**src/rtl/rr_burst_scheduler_if.sv**
```systemverilog
// Requester-side and downstream-side signals of the round-robin burst scheduler.
// The scheduler binds to the slave modport; the requesters/downstream drive the master side.
interface rr_burst_scheduler_if #(
  parameter int NUM_REQ    = 4,
  parameter int DATA_WIDTH = 64
);
  localparam int IDW = (NUM_REQ > 1) ? $clog2(NUM_REQ) : 1;

  logic [NUM_REQ-1:0]            req_valid_i;
  logic [NUM_REQ-1:0]            req_last_i;
  logic [NUM_REQ*DATA_WIDTH-1:0] req_data_i;
  logic [NUM_REQ-1:0]            req_ready_o;
  logic                          out_valid_o;
  logic [DATA_WIDTH-1:0]         out_data_o;
  logic                          out_last_o;
  logic [IDW-1:0]                out_id_o;
  logic                          out_ready_i;
  logic [NUM_REQ-1:0]            gnt_o;
  logic                          timeout_o;

  modport master (
    output req_valid_i, req_last_i, req_data_i, out_ready_i,
    input  req_ready_o, out_valid_o, out_data_o, out_last_o, out_id_o, gnt_o, timeout_o
  );

  modport slave (
    input  req_valid_i, req_last_i, req_data_i, out_ready_i,
    output req_ready_o, out_valid_o, out_data_o, out_last_o, out_id_o, gnt_o, timeout_o
  );
endinterface

```
**src/rtl/rr_burst_scheduler.sv**
```systemverilog
// Round-robin burst scheduler: one owner holds the downstream port for a whole burst,
// with a 1-cycle arbitration bubble and a stall watchdog that frees a silent owner.
module rr_burst_scheduler #(
  parameter int NUM_REQ      = 4,
  parameter int DATA_WIDTH   = 64,
  parameter int IDLE_TIMEOUT = 16
) (
  input  logic                clk_i,
  input  logic                rst_i,
  rr_burst_scheduler_if.slave bus
);
  localparam int IDW = (NUM_REQ > 1) ? $clog2(NUM_REQ) : 1;
  localparam int CW  = $clog2(IDLE_TIMEOUT + 1);

  typedef enum logic {
    IDLE = 1'b0,
    BUSY = 1'b1
  } state_e;

  state_e         state_q, state_d;
  logic [IDW-1:0] owner_q, owner_d;
  logic [IDW-1:0] ptr_q, ptr_d;
  logic [CW-1:0]  cnt_q, cnt_d;
  logic           timeout_q, timeout_d;

  logic [IDW-1:0]        win;
  logic                  win_vld;
  logic [IDW-1:0]        owner_inc;
  logic                  own_vld;
  logic                  own_last;
  logic [NUM_REQ-1:0]    rdy;
  logic [NUM_REQ-1:0]    gnt;
  logic                  ovld;
  logic                  olast;
  logic [DATA_WIDTH-1:0] odata;
  logic [IDW-1:0]        oid;

  // Rotating first-set search starting at ptr; modulo keeps non-power-of-two counts legal.
  always_comb begin
    int idx;
    idx     = 0;
    win     = ptr_q;
    win_vld = 1'b0;
    for (int k = 0; k < NUM_REQ; k++) begin
      idx = (int'(ptr_q) + k) % NUM_REQ;
      if (!win_vld && bus.req_valid_i[IDW'(idx)]) begin
        win_vld = 1'b1;
        win     = IDW'(idx);
      end
    end
  end

  assign owner_inc = IDW'((int'(owner_q) + 1) % NUM_REQ);
  assign own_vld   = bus.req_valid_i[owner_q];
  assign own_last  = bus.req_last_i[owner_q];

  always_comb begin
    state_d   = state_q;
    owner_d   = owner_q;
    ptr_d     = ptr_q;
    cnt_d     = cnt_q;
    timeout_d = 1'b0;
    rdy       = '0;
    gnt       = '0;
    ovld      = 1'b0;
    olast     = 1'b0;
    odata     = '0;
    oid       = '0;

    unique case (state_q)
      IDLE: begin
        if (win_vld) begin
          owner_d = win;
          state_d = BUSY;
          cnt_d   = '0;
        end
      end

      BUSY: begin
        ovld         = own_vld;
        olast        = own_last & own_vld;
        oid          = owner_q;
        gnt[owner_q] = 1'b1;
        rdy[owner_q] = bus.out_ready_i;
        for (int i = 0; i < NUM_REQ; i++) begin
          if (owner_q == IDW'(i)) odata = bus.req_data_i[i*DATA_WIDTH +: DATA_WIDTH];
        end

        // Backpressure (valid high, ready low) clears the watchdog just like a transfer.
        if (own_vld && own_last && bus.out_ready_i) begin
          state_d = IDLE;
          ptr_d   = owner_inc;
          cnt_d   = '0;
        end else if (!own_vld) begin
          if (cnt_q >= CW'(IDLE_TIMEOUT - 1)) begin
            state_d   = IDLE;
            ptr_d     = owner_inc;
            cnt_d     = '0;
            timeout_d = 1'b1;
          end else begin
            cnt_d = cnt_q + 1'b1;
          end
        end else begin
          cnt_d = '0;
        end
      end

      default: state_d = IDLE;
    endcase
  end

  always_ff @(posedge clk_i) begin
    if (rst_i) begin
      state_q   <= IDLE;
      owner_q   <= '0;
      ptr_q     <= '0;
      cnt_q     <= '0;
      timeout_q <= 1'b0;
    end else begin
      state_q   <= state_d;
      owner_q   <= owner_d;
      ptr_q     <= ptr_d;
      cnt_q     <= cnt_d;
      timeout_q <= timeout_d;
    end
  end

  assign bus.req_ready_o = rdy;
  assign bus.gnt_o       = gnt;
  assign bus.out_valid_o = ovld;
  assign bus.out_last_o  = olast;
  assign bus.out_data_o  = odata;
  assign bus.out_id_o    = oid;
  assign bus.timeout_o   = timeout_q;

endmodule

```
**src/flat_wrapper.sv**
```systemverilog
// flat-port wrapper written by rule: the top's interface ports become plain ports
module rr_burst_scheduler_flat 
#(
  parameter int NUM_REQ      = 4,
  parameter int DATA_WIDTH   = 64,
  parameter int IDLE_TIMEOUT = 16
)
  (clk_i, rst_i, bus_req_valid_i, bus_req_last_i, bus_req_data_i, bus_out_ready_i, bus_req_ready_o, bus_out_valid_o, bus_out_data_o, bus_out_last_o, bus_out_id_o, bus_gnt_o, bus_timeout_o);
  rr_burst_scheduler_if #(.NUM_REQ(NUM_REQ), .DATA_WIDTH(DATA_WIDTH)) bus_i ();
  input  logic clk_i;
  input  logic rst_i;
  input wire logic [$bits(bus_i.req_valid_i)-1:0] bus_req_valid_i;
  input wire logic [$bits(bus_i.req_last_i)-1:0] bus_req_last_i;
  input wire logic [$bits(bus_i.req_data_i)-1:0] bus_req_data_i;
  input wire logic [$bits(bus_i.out_ready_i)-1:0] bus_out_ready_i;
  output wire logic [$bits(bus_i.req_ready_o)-1:0] bus_req_ready_o;
  output wire logic [$bits(bus_i.out_valid_o)-1:0] bus_out_valid_o;
  output wire logic [$bits(bus_i.out_data_o)-1:0] bus_out_data_o;
  output wire logic [$bits(bus_i.out_last_o)-1:0] bus_out_last_o;
  output wire logic [$bits(bus_i.out_id_o)-1:0] bus_out_id_o;
  output wire logic [$bits(bus_i.gnt_o)-1:0] bus_gnt_o;
  output wire logic [$bits(bus_i.timeout_o)-1:0] bus_timeout_o;
  assign bus_i.req_valid_i = bus_req_valid_i;
  assign bus_i.req_last_i = bus_req_last_i;
  assign bus_i.req_data_i = bus_req_data_i;
  assign bus_i.out_ready_i = bus_out_ready_i;
  assign bus_req_ready_o = bus_i.req_ready_o;
  assign bus_out_valid_o = bus_i.out_valid_o;
  assign bus_out_data_o = bus_i.out_data_o;
  assign bus_out_last_o = bus_i.out_last_o;
  assign bus_out_id_o = bus_i.out_id_o;
  assign bus_gnt_o = bus_i.gnt_o;
  assign bus_timeout_o = bus_i.timeout_o;
  rr_burst_scheduler #(.NUM_REQ(NUM_REQ), .DATA_WIDTH(DATA_WIDTH), .IDLE_TIMEOUT(IDLE_TIMEOUT)) u_core (.clk_i(clk_i), .rst_i(rst_i), .bus(bus_i));
endmodule
```
**config.mk**
```make
export PLATFORM = sky130hd
export DESIGN_NAME = rr_burst_scheduler_flat
export DESIGN_NICKNAME = d
export VERILOG_FILES = /design/src/rtl/rr_burst_scheduler_if.sv /design/src/rtl/rr_burst_scheduler.sv /design/src/flat_wrapper.sv
export SDC_FILE = /design/constraint.sdc
export NUM_CORES = 1
export LEC_CHECK = 0
export CELL_PAD_IN_SITES_DETAIL_PLACEMENT = 0
export CELL_PAD_IN_SITES_GLOBAL_PLACEMENT = 1
export CORE_AREA = 2 2 132 134
export CTS_BUF_LIST = sky130_fd_sc_hd__clkbuf_16
export DETAILED_ROUTE_END_ITERATION = 10
export DIE_AREA = 0 0 134 136
export DONT_BUFFER_PORTS = 1
export PLACE_DENSITY_LB_ADDON = 0.3
export SLEW_MARGIN = 40
export SYNTH_ARGS = -nofsm -noshare
export SYNTH_HDL_FRONTEND = slang
export SYNTH_SLANG_ARGS = --single-unit
```
**constraint.sdc**
```tcl
create_clock -name clk_i -period 3.46 [get_ports clk_i]
set_input_delay 0.519 -clock clk_i [delete_from_list [all_inputs] [get_ports clk_i]]
set_output_delay 0.519 -clock clk_i [all_outputs]
set_load 0.01 [all_outputs]
```
# [Word level (Yosys, flattened, before mapping)]
# Index checks and enable logic that the tools add are counted.
[word_totals] wordCells=88 register_bits=11
[classes] bitwise=3 n_mux=49 magnitude_cmp=7 addsub=5 reduce_logical=14 n_eq_ne=5
[op_table] cell="64-bit two-way mux" count=5
[op_table] cell="1-bit two-way mux" count=22
[op_table] cell="5-bit two-way mux" count=4
[op_table] cell="2-bit by 4-bit less-than comparator with 1-bit output, second input constant" count=4
[op_table] cell="2-bit two-way mux" count=7
[op_table] cell="1-bit binary-select mux with 2-bit select" count=6
[op_table] cell="5-bit case mux with 2 select lines" count=1
[op_table] cell="4-bit two-way mux" count=2
[op_table] cell="1-bit logical AND" count=6
[op_table] cell="5-bit by 1-bit adder with 5-bit output, second input constant" count=1
[op_table] cell="5-bit by 4-bit >= comparator with 1-bit output, second input constant" count=1
[op_table] cell="2-bit by 1-bit adder with 2-bit output, second input constant" count=2
[op_table] cell="2-bit adder, second input constant" count=2
[op_table] cell="4-bit AND" count=1
[op_table] cell="2-bit == test, second input constant" count=2
[op_table] cell="4-bit OR reduction" count=1
[op_table] cell="1-bit logical NOT" count=3
[op_table] cell="2-bit by 3-bit less-than comparator with 1-bit output, second input constant" count=1
[op_table] cell="3-bit AND reduction" count=1
[op_table] cell="1-bit demux with 2-bit select" count=1
[op_table] cell="2-bit by 1-bit == test with 1-bit output, second input constant" count=1
[op_table] cell="2-bit by 1-bit >= comparator with 1-bit output, second input constant" count=1
[op_table] cell="2-bit logical NOT" count=1
[op_table] cell="2-bit by 1-bit inequality test with 1-bit output, second input constant" count=1
[op_table] cell="other kinds (6)" count=6

# [Longest topological paths before layout]
[logic_depth] ltp_word=15 mapped_depth=8

# [Worst setup path before layout]
# No wires, ideal clock.
[synth_path] path_type="reg-to-output" start="reg u_core.owner_q[1]" end="out bus_out_data_o[10]" arrival_ns=1.946 path_slack_ns=0.995 path_stages_with_launch=9 t_required_ns=2.941 path_cell_list="dfxtp_1 -> inv_1 -> ha_1 -> nor2b_1 -> clkbuf_1 -> clkbuf_1 -> a221oi_1 -> a211o_1 -> a21oi_1"
[synth_between] elab_chain_cells=6
[synth_lines] item="start: declaration" line="rr_burst_scheduler.sv:21" source="logic [IDW-1:0] owner_q, owner_d;"
[synth_lines] item="start signal: assignment" line="rr_burst_scheduler.sv:121" source="owner_q <= owner_d;"
[synth_lines] item="2-bit logical NOT" line="rr_burst_scheduler.sv:86" source="if (owner_q == IDW'(i)) odata = bus.req_data_i[i*DATA_WIDTH +: DATA_WIDTH];"
[synth_lines] item="64-bit two-way mux (3 in series)" line="rr_burst_scheduler.sv:86"
[synth_lines] item="64-bit two-way mux (*)" line="rr_burst_scheduler.sv:86"
[synth_lines] item="64-bit two-way mux (*)" line="rr_burst_scheduler.sv:70" source="unique case (state_q)"
[synth_lines] item="end: declaration" line="flat_wrapper.sv:18" source="output wire logic [$bits(bus_i.out_data_o)-1:0] bus_out_data_o;"
# Mark *: on every way between the ends. The rest lies on a longest branch, timed or not.

# [Worst setup path after layout]
[layout_path] start="reg u_core.owner_q[0]" end="out bus_out_data_o[63]"
# The elaborated chain is that of the path after synthesis.

==> metrics.md <==
| Metric | Value |
|---|---|
| Number of buffers created by CTS | `3` |
| Cts hold-fix bufs | `0` |
| Largest net degree at the start of global routing | `77` |
| Max-slew headroom | `47.7%` |
| Async SR Flop Fraction | `0%` |
| DP Wirelength | `10900 um` |
| Area leader, netlist | `a211o_1` |
| Crit Path Category | `reg2out` |
| Synth top area share | `19.5%` |
| Initial Utilization | `17.3%` |
| Hold Violations, Final | `0` |
| Internal power | `591 uW` |
| Area growth from synthesis to layout | `14.0%` |
| Commonest non-fill, non-tap cell in the layout | `inv_1` |
| DRT antenna net count | `0` |
| CTS tree | `built` |
| Placed insts | `659` |
| Crit path time final | `3.03 ns` |
| Core area | `16900 um2` |
| Port buffer count | `0` |
| Yosys reg bits | `11` |
| First-pass GRT wire length | `18700 um` |
| Clock Sinks | `11` |
| Final Skew | `0.00282 ns` |
| RSZ-0062 raised after global routing | `false` |
| Postcts setup bufs | `0` |
| CP arrival | `2.51 ns` |
| Syn Area/Cell | `6.29 um2` |
| Post-synthesis sequential area ratio | `7.53%` |
| Final Total Pwr | `1090 uW` |
| Peak VDD IR | `225 uV` |
| Global Route Usage Sum | `12.9%` |
| Pwr/cell area | `326 nW/um2` |
| Setup-failing EPs final | `0` |
| Pre-Repair DR Iteration Count | `5` |
| Place WS | `0.722 ns` |
| Switching pwr | `495 uW` |
| Worst setup path startpoint | `u_core.owner_q[0]` |
| Most frequent cells in the layout | `inv_1, a21oi_1, nand2_1` |
| Remaining DRCs | `0` |
| Setup TNS | `0 ns` |
| Die Width | `134 um` |
| CTS resizes | `0` |
| Initial drt markers | `242` |
| CP Capture Type | `output port` |
| H-tree levels | `1` |
| Initial antenna violation count | `4` |
| Reg2reg end | `u_core.cnt_q[2]` |
| Flop2flop setup slack | `1.30 ns` |
| Worst Max-Slew Pin Slew | `0.785 ns` |
| Via count | `3727` |
| Clock buffer depth | `2` |
| Cell variety after synth | `38` |
| Clock share of power | `19.4%` |
| Grt ovf | `0` |
| Combinational share of power | `66.9%` |
| Layout Cells excl Fill | `667` |
| Post-synth EDFFs | `0` |
| Ranking of synthesized cells by area | `a211o_1, a221oi_1, a21oi_1` |
| Vias in the first global route | `3273` |
| Nets@finish | `713` |
| Worst r2r src | `u_core.owner_q[0]` |
| Hold crit path type | `in2reg` |
| CTS clk-pin slew, worst paths | `0.04 ns` |
| Post-synthesis cell count | `465` |
| Worst-skew pair later-pin latency | `0.24 ns` |
| Fmax | `330 MHz` |
| Post-DR wirelength/cell | `20.7 um` |
| Sequential power share | `13.7%` |
| Fin. max-slew vios | `0` |
| Outcome | `finished, final reports clean` |
| Max-cap viol count | `0` |
| Ports | `344` |
| Syn Std Cell Area | `2920 um2` |
| Number of vias per cell | `5.59` |
| Final GP Congestion | `0.763` |
| Layout cells sized above 1 | `7.29%` |
| Pleak | `0.00140 uW` |
| Synth Warn # | `0` |
| Register-to-Register Path Depth | `4` |
| Max FO, Critical Path | `68` |
| Tcrit/Tclk final | `87.5%` |
| CP required | `2.94 ns` |
| Top_reg_cell synth | `dfxtp_1` |
| Final setup margin | `0.433 ns` |
| Die height | `136 um` |
| Switching Share | `45.5%` |
| CP Launch Type | `flip-flop` |
| Root buffer cell | `clkbuf_16` |
| Critical Path Sink | `bus_out_data_o[63]` |
| Die ar. | `18200 um2` |
| Final wirelength | `13800 um` |
| Syn nets | `738` |
| # rows | `48` |
## layout make-up
cell class              count  area [um2]
repair buffers             21         195
flip-flops and latches     11         220
well taps                 225         282
diodes                      3        7.51
multi-input cells         333        2280
inverters                  70         265
clock inverters             1        3.75
clock buffers               3        75.1
fillers                  1931       13500
## critical path, stage by stage (launching register included)
cell and delay, ns:
dfxtp_1 0.40, inv_1 0.19, ha_4 0.67, buf_12 0.27, a221oi_1 0.07, a211o_1 0.35, a21oi_1 0.27
## cell families after synthesis
logic type               synth area share, %
AO/OA/AOI/OAI                           54.6
adder cells (fa/ha/maj)                 2.57
buffers and inverters                   15.5
flip-flops                              7.53
multiplexers                            2.40
AND/OR/NAND/NOR                         17.4
## synthesized netlist by cell type, drive strengths merged (3+ instances only)
master  count
and3        7
a211o      65
ha          6
inv        70
nor2b       5
nor3        3
nand2      68
buf         5
o21ai       5
dfxtp      11
a21oi      69
and2        6
clkbuf     46
nor2       10
a221oi     64
## per-layer routing
layer	up-vias	part of all wire, %	global-route usage, %	routed length (um)
li1	1690	-	-	-
met1	1748	40	16.4	5580
met2	265	47	21.5	6480
met3	22	10	2.98	1390
met4	2	2.5	4.14	342
met5	-	0.087	0	12
## power by group through the flow
stage | logic, uW | registers, uW | clock network, uW
floorplan | 569 | 144 | 0
global placement | 711 | 150 | 0
detailed placement | 721 | 151 | 0
CTS | 725 | 149 | 214
global route | 788 | 151 | 219
finish | 726 | 149 | 211
## registers in the layout, summed over array words and instances, names as in the netlist
name / count
u_core.state_q: 1
u_core.owner_q: 2
u_core.ptr_q: 2
u_core.bus.timeout_o: 1
u_core.cnt_q: 5
## worst min-delay path by stage
stage,startpoint,to,slack [ns],cells past startpoint
after global routing,rst_i,u_core.owner_q[0],0.34,1
final,rst_i,u_core.owner_q[0],0.35,1
after floorplan,u_core.cnt_q[3],u_core.cnt_q[3],0.46,2
after CTS,rst_i,u_core.ptr_q[1],0.35,1
after detailed placement,u_core.cnt_q[3],u_core.cnt_q[3],0.49,2
after global placement,u_core.cnt_q[3],u_core.cnt_q[3],0.46,2
## metrics by stage
stage | hold WS [ns] | util (%) | area (um2)
after floorplan | 0.459 | - | 2920
after global placement | 0.460 | 19.1 | 3220
after detailed placement | 0.487 | 19.1 | 3230
after CTS | 0.345 | 19.6 | 3310
after global routing | 0.343 | 19.7 | 3330
final | 0.347 | 19.8 | 3330
(Power assumes the default switching activity.)
